[config.mk]
export PLATFORM = sky130hd
export DESIGN_NAME = ps2_host_tx
export DESIGN_NICKNAME = d
export VERILOG_FILES = /design/src/rtl/ps2_host_tx.sv
export SDC_FILE = /design/constraint.sdc
export NUM_CORES = 1
export LEC_CHECK = 0
export ABC_AREA = 0
export CORE_UTILIZATION = 53
export CTS_CLUSTER_DIAMETER = 30
export DETAILED_ROUTE_END_ITERATION = 16
export HOLD_SLACK_MARGIN = 0.06
export PLACE_DENSITY = 0.73
export SETUP_SLACK_MARGIN = 0.15
export SYNTH_ARGS = -nofsm -noshare
export SYNTH_HDL_FRONTEND = slang
export SYNTH_SLANG_ARGS = --single-unit
[constraint.sdc]
create_clock -name CLK -period 2.1 [get_ports CLK]
set_input_delay 0.21 -clock CLK [delete_from_list [all_inputs] [get_ports CLK]]
set_output_delay 0.21 -clock CLK [all_outputs]
set_load 0.005 [all_outputs]
[src/rtl/ps2_host_tx.sv]
// PS/2 host-to-device command transmitter: inhibit, request-to-send, shift 8 data
// bits + odd parity + stop on device clock falling edges, then check the device ACK.
//
// state    | meaning
// IDLE     | lines released, waiting for tx_start
// INHIBIT  | holding PS/2 clock low for INHIBIT_CYCLES
// REQ      | clock released, data low (start bit), waiting for first device edge
// SHIFT    | driving data bits, parity and stop on each device falling edge
// ACK      | lines released, sampling device ACK on next falling edge
// WAIT_REL | waiting for device to release clock and data
module ps2_host_tx #(
    parameter int INHIBIT_CYCLES = 10000,
    parameter int TIMEOUT_CYCLES = 200000
) (
    input  logic       CLK,
    input  logic       RST,
    input  logic [7:0] tx_data,
    input  logic       tx_start,
    input  logic       ps2_clk_in,
    input  logic       ps2_data_in,
    output logic       ps2_clk_oe,
    output logic       ps2_data_oe,
    output logic       busy,
    output logic       done,
    output logic       err
);

    localparam int INH_W = (INHIBIT_CYCLES < 2) ? 1 : $clog2(INHIBIT_CYCLES + 1);
    localparam int TO_W  = (TIMEOUT_CYCLES < 2) ? 1 : $clog2(TIMEOUT_CYCLES + 1);
    localparam logic [INH_W-1:0] INH_LOAD = INH_W'(INHIBIT_CYCLES - 1);
    localparam logic [TO_W-1:0]  TO_LOAD  = TO_W'(TIMEOUT_CYCLES - 1);

    typedef enum logic [2:0] {
        IDLE,
        INHIBIT,
        REQ,
        SHIFT,
        ACK,
        WAIT_REL
    } state_t;

    state_t state_q, state_d;

    logic clk_s1, clk_s2, clk_prev;
    logic data_s1, data_s2;
    logic fe;

    logic [8:0]       frame_q, frame_d;
    logic [3:0]       bit_idx_q, bit_idx_d;
    logic [INH_W-1:0] inh_cnt_q, inh_cnt_d;
    logic [TO_W-1:0]  to_cnt_q, to_cnt_d;
    logic             data_oe_q, data_oe_d;
    logic             done_q, done_d;
    logic             err_q, err_d;
    logic             timed;

    always_ff @(posedge CLK) begin
        if (RST) begin
            clk_s1   <= 1'b1;
            clk_s2   <= 1'b1;
            clk_prev <= 1'b1;
            data_s1  <= 1'b1;
            data_s2  <= 1'b1;
        end else begin
            clk_s1   <= ps2_clk_in;
            clk_s2   <= clk_s1;
            clk_prev <= clk_s2;
            data_s1  <= ps2_data_in;
            data_s2  <= data_s1;
        end
    end

    assign fe = clk_prev & ~clk_s2;

    always_ff @(posedge CLK) begin
        if (RST) begin
            state_q   <= IDLE;
            frame_q   <= '0;
            bit_idx_q <= '0;
            inh_cnt_q <= '0;
            to_cnt_q  <= '0;
            data_oe_q <= 1'b0;
            done_q    <= 1'b0;
            err_q     <= 1'b0;
        end else begin
            state_q   <= state_d;
            frame_q   <= frame_d;
            bit_idx_q <= bit_idx_d;
            inh_cnt_q <= inh_cnt_d;
            to_cnt_q  <= to_cnt_d;
            data_oe_q <= data_oe_d;
            done_q    <= done_d;
            err_q     <= err_d;
        end
    end

    always_comb begin
        state_d   = state_q;
        frame_d   = frame_q;
        bit_idx_d = bit_idx_q;
        inh_cnt_d = inh_cnt_q;
        to_cnt_d  = to_cnt_q;
        data_oe_d = data_oe_q;
        done_d    = 1'b0;
        err_d     = 1'b0;
        timed     = (state_q == REQ) || (state_q == SHIFT) ||
                    (state_q == ACK) || (state_q == WAIT_REL);

        // Device-edge watchdog: reloaded on every falling edge, else counts down to zero
        if (timed) begin
            if (fe) begin
                to_cnt_d = TO_LOAD;
            end else if (to_cnt_q != '0) begin
                to_cnt_d = to_cnt_q - 1'b1;
            end
        end

        case (state_q)
            IDLE: begin
                data_oe_d = 1'b0;
                if (tx_start) begin
                    frame_d   = {~^tx_data, tx_data};
                    bit_idx_d = '0;
                    inh_cnt_d = INH_LOAD;
                    to_cnt_d  = TO_LOAD;
                    state_d   = INHIBIT;
                end
            end
            INHIBIT: begin
                if (inh_cnt_q == '0) begin
                    data_oe_d = 1'b1;
                    to_cnt_d  = TO_LOAD;
                    state_d   = REQ;
                end else begin
                    inh_cnt_d = inh_cnt_q - 1'b1;
                end
            end
            REQ: begin
                if (fe) begin
                    data_oe_d = ~frame_q[0];
                    bit_idx_d = 4'd1;
                    state_d   = SHIFT;
                end
            end
            SHIFT: begin
                // bit_idx 1..8 are data bits 1..7 then parity; 9 is the stop bit
                if (fe) begin
                    if (bit_idx_q == 4'd9) begin
                        data_oe_d = 1'b0;
                        state_d   = ACK;
                    end else begin
                        data_oe_d = ~frame_q[bit_idx_q];
                        bit_idx_d = bit_idx_q + 4'd1;
                    end
                end
            end
            ACK: begin
                if (fe) begin
                    if (!data_s2) begin
                        state_d = WAIT_REL;
                    end else begin
                        err_d   = 1'b1;
                        state_d = IDLE;
                    end
                end
            end
            WAIT_REL: begin
                if (clk_s2 && data_s2) begin
                    done_d  = 1'b1;
                    state_d = IDLE;
                end
            end
            default: begin
                data_oe_d = 1'b0;
                state_d   = IDLE;
            end
        endcase

        if (timed && !fe && (to_cnt_q == '0)) begin
            data_oe_d = 1'b0;
            done_d    = 1'b0;
            err_d     = 1'b1;
            state_d   = IDLE;
        end
    end

    assign ps2_clk_oe  = (state_q == INHIBIT);
    assign ps2_data_oe = data_oe_q;
    assign busy        = (state_q != IDLE);
    assign done        = done_q;
    assign err         = err_q;

endmodule

[Yosys cells after proc, flatten, opt, wreduce, memory -nomap -nowiden]
Index checks and enable logic that the tools add are counted.
Storage, ports and cells
  bits of input ports: 13
  output and inout bits: 5
  logic and storage cells: 96
  register bits: 56
Operators by class
  reduce and logical (&&, ||, !) cells: 23
  equality and inequality tests: 15
  bitwise gates (word level): 6
  add/subtract/negate cells: 3
  magnitude comparators: 1
  multiplexer cells: 35
Operator list (count)
  two-way mux 18 bit: 5
  one-hot mux 18 bit (2 select lines): 1
  two-way mux 14 bit: 2
  one-hot mux 14 bit (2 select lines): 1
  two-way mux 3 bit: 8
  logical NOT 18 bit: 1
  one-hot mux 3 bit (6 select lines): 1
  nonzero test 18 bit: 1
  subtractor 18 x 1 -> 18 bit, second input constant: 1
  two-way mux 4 bit: 4
  logical NOT 14 bit: 1
  subtractor 14 x 1 -> 14 bit, second input constant: 1
  != test 2 bit, second input constant: 6
  one-hot mux 4 bit (3 select lines): 1
  two-way mux 1 bit: 10
  XNOR reduction 8 bit: 1
  AND reduction 7 bit: 1
  == test 3 x 2 -> 1 bit, second input constant: 2
  == test 3 bit, second input constant: 2
  != test 2 x 1 -> 1 bit, second input constant: 3
  nonzero test 3 bit: 2
  < comparator 4 x 5 -> 1 bit, second input constant: 1
  inverter 1 bit: 5
  AND reduction 5 bit: 1
  other kinds (16): 21

[Logic depth before layout (Yosys ltp)]
  depth after elaboration: 7
  depth in mapped cells: 8
  mapped depth without buffers: 7

[Worst setup path after synthesis]
No wires, ideal clock.
  path kind: register to register
  start: reg to_cnt_q[0]
  end: reg to_cnt_q[14]
  path slack: 62 ps
  cell stages (with the launch flop): 8
  arrival: 1966 ps
  library setup time: 72 ps
  cells stage by stage: dfxtp_1 -> inv_1 -> ha_1 -> or3b_2 -> nor2_1 -> nand3_2 -> or4_1 -> a21oi_1
On the way
  longest elaborated chain between the ends: 6
  elaborated cells on any way between the ends: 8
  those cells by class: add/sub (1); mux (6); reduce/logical (1)
RTL lines
  start, declared: line 51  | logic [TO_W-1:0] to_cnt_q, to_cnt_d;
  start signal, assigned: line 90  | to_cnt_q <= to_cnt_d;
  subtractor 18 x 1 -> 18 bit / nonzero test 18 bit (equally long branches): line 114, 113
  two-way mux 18 bit (*): line 113  | end else if (to_cnt_q != '0) begin
  two-way mux 18 bit (*): line 111  | if (fe) begin
  two-way mux 18 bit (*): line 110  | if (timed) begin
  two-way mux 18 bit, on equally long branches: line 130, 121
  one-hot mux 18 bit (2 select lines) (*): line 118  | case (state_q)
Mark *: on every way between the ends. The rest lies on a longest branch, timed or not.
A chain may end at the register's enable or synchronous reset.

[Worst setup path after layout]
  start: reg inh_cnt_q[9]
  end: reg to_cnt_q[0]
On the way
  longest elaborated chain between the ends: 3
RTL lines
  start, declared: line 50  | logic [INH_W-1:0] inh_cnt_q, inh_cnt_d;
  start signal, assigned: line 89  | inh_cnt_q <= inh_cnt_d;
  logical NOT 14 bit: line 130  | if (inh_cnt_q == '0) begin
  two-way mux 18 bit: line 130
  one-hot mux 18 bit (2 select lines): line 118
No other way between the ends.

==> reports/results.ini <==
[timing]
period_minus_slack_ns = 1.94
timing.fmax_mhz = 515
worst_pin_slew_ns = 0.539
slew_viol_final = 0
rsz0062_at_grt = true
hold_slack_ns = 0.433
maxSlewHeadroom = 0.640
finalSetupViolCount = 0
layout_setup_ws_ns = 0.158
hold_viol = 0
timing.final.crit_share = 0.925
setup_tns_ns = 0
fin_skew_ns = 0.00448

[detailed_routing]
drt_iter0_markers = 99
ant_nets = 0
drtPass1Iterations = 4
avgViaCountPerCell = 5.98
wl_um = 6840
drc_errors = 0
via_count = 2745
wl_per_cell_um = 14.9

[yosys]
yosys.area.top_type = dfxtp_1
synth_most_common_cell = dfxtp_1
ys_warn_count = 0
syn_inst = 355
synth.distinct_cells = 52
async_flop_share = 0
synth_area_leaders = dfxtp_1 (38%), xnor2_1 (5.7%), a21oi_1 (5.5%), nor2_1 (5.0%), nand2_1 (4.8%)
yosysSeqAreaShare = 0.385
synth_area_per_cell_um2 = 8.21
netlist_top_cells_count = dfxtp_1 (56), nor2_1 (39), nand2_1 (37), a21oi_1 (32), xnor2_1 (19)
synth_edf_count = 0
synthesis.nets = 372
synth_top_area_frac = 0.385
ys_seq_elements = 56
synth_ff_type = dfxtp_1
syn_area_mm2 = 0.00291

[floorplanning]
fp.dieArea_mm2 = 0.00580
initial_core_util = 0.560
row_count = 26
ios = 18
fp.coreArea_mm2 = 0.00520
fp.dieW_um = 76.1
die_h_um = 76.1

[cells_and_area]
nets = 405
drive_gt1_frac = 0.185
antennaDiodeCount = 0
instances_no_fill = 459
area_growth_pct = 20.5
nFillCells = 442
seq_area_mm2 = 0.00113
multi_input_area_mm2 = 0.00180

[status]
status = finished, final reports clean

[worst_setup_path]
cp-start-kind = flip-flop
critPathLaunch = inh_cnt_q[9]
r2r-start = inh_cnt_q[9]
critPathKind = flip-flop to flip-flop
end_kind = flip-flop
path_max_fanout = 3
cp_data_arrival_time_ns = 2.16
critPathRequiredTime_ns = 2.32

[clocking]
clkSinkCount = 56
worstSkewPairLatency_ns = 0.31
cts_tree = yes
cts.reportedPaths.clkPinSlew_ns = 0.10
h-tree-depth = 2
cts_root_buf = clkbuf_8
clk_path_buf_depth = 2
numCtsBuffers = 5
hold_buffers = 0

[placed_design]
port_buffers = 17
dp_hpwl_um = 4780
place_ws_ns = 0.118
post-place-cells = 447
gp_congestion = 0.944

[job]
maxCapViolCount = 0

[global_route]
antenna_found_initial = 0
grt_usage = 0.238
grt_overflow = 0
grt_pass1_vias = 2557
grt_pass1_wl_um = 11300
grt_max_degree = 31

[power]
power_leakage_nw = 1.24
power_density_mw_per_mm2 = 749
irDropWorstVdd_uv = 454
power_w = 0.00263

[hold_path]
hp-class = flip-flop to flip-flop
min_from = data_s1

worst paths after layout:
kind,to,slack [ns],cells after the start
worst max-delay path,to_cnt_q[0],0.16,5
worst min register to register,data_s2,0.43,1
worst min-delay path,data_s2,0.43,1
worst max register to register,to_cnt_q[0],0.16,5
area by class of cell:
type                            count  area share
Clock buffer                        5      0.0196
Clock inverter                      3     0.00535
Inverter                            9     0.00963
Multi-Input combinational cell    275       0.513
Sequential cell                    56       0.323
Tap cell                           70      0.0250
Timing Repair Buffer               41       0.105
per-layer routing:
metal | vias up | share of wire | track usage | routed length (um)
li1 | 1351 | - | - | -
met3 | 12 | 0.047 | 0.0491 | 322
met5 | - | 0 | 0 | 0
met2 | 75 | 0.48 | 0.398 | 3320
met4 | 0 | 0.014 | 0.0904 | 97
met1 | 1307 | 0.45 | 0.300 | 3110
critical path, cell delays in order (launching register included):
cell,delay [ns]
dfxtp_2,0.33
or4_4,0.56
or4_4,0.52
o21ai_4,0.20
nor3_1,0.07
a311oi_1,0.18
kinds of logic after synthesis:
kind of cell,count (synthesis),synth area share
multiplexers,5,0.0172
adder cells (fa/ha/maj),4,0.0172
buffers and inverters,24,0.0331
AO/OA/AOI/OAI,76,0.166
flip-flops,56,0.385
XOR/XNOR,30,0.0902
AND/OR/NAND/NOR,160,0.292
where the power goes:
group	internal [W]	switching, W	total, W
registers	0.00116	0.000101	0.00126
clock network	0.000233	0.000348	0.000582
logic	0.000367	0.000422	0.000789
total	0.00176	0.000871	0.00263
per-stage QoR:
stage / instance area, um2 / util
after floorplan: 2920 / -
after global placement: 3270 / 0.629
after detailed placement: 3270 / 0.629
after CTS: 3400 / 0.653
after global routing: 3510 / 0.674
final: 3510 / 0.674
sequential cells by signal, summed over array words and instances, names as in the netlist, 3 cells and up:
name and cells:
to_cnt_q 18, frame_q 9, inh_cnt_q 14, state_q 3, bit_idx_q 4
cell usage in the layout (no fill, tap or decap), types with 3 or more instances in the layout:
cell type and n:
nor2_1 35, or3_1 3, or2_2 5, nand2_1 36, nand4_1 7, nand2b_1 3
a21oi_1 31, nor2b_1 6, dfxtp_2 6, or4_1 5, nor3_1 10, o21ai_0 9
ha_1 4, dfxtp_1 49, nor3b_1 3, xor2_1 11, nor2_2 4, a211oi_1 8
o31ai_1 3, clkbuf_8 5, or4_4 4, mux2i_1 5, a31oi_1 5, inv_1 8
a311oi_1 3, clkdlybuf4s50_1 17, buf_4 20, o211ai_1 3, nor4_1 6, xnor2_1 18
nand3_1 13
repair_timing:
item / in CTS / in global routing
endpoints found under the setup margin: 10 / 32
setup buffers: 2 / 1
pin swaps: 5 / 6
cloned: 0 / 1
resized for setup: 9 / 21
endpoints found under the hold margin: 0 / 0
Power figures use the tool's default switching activity.
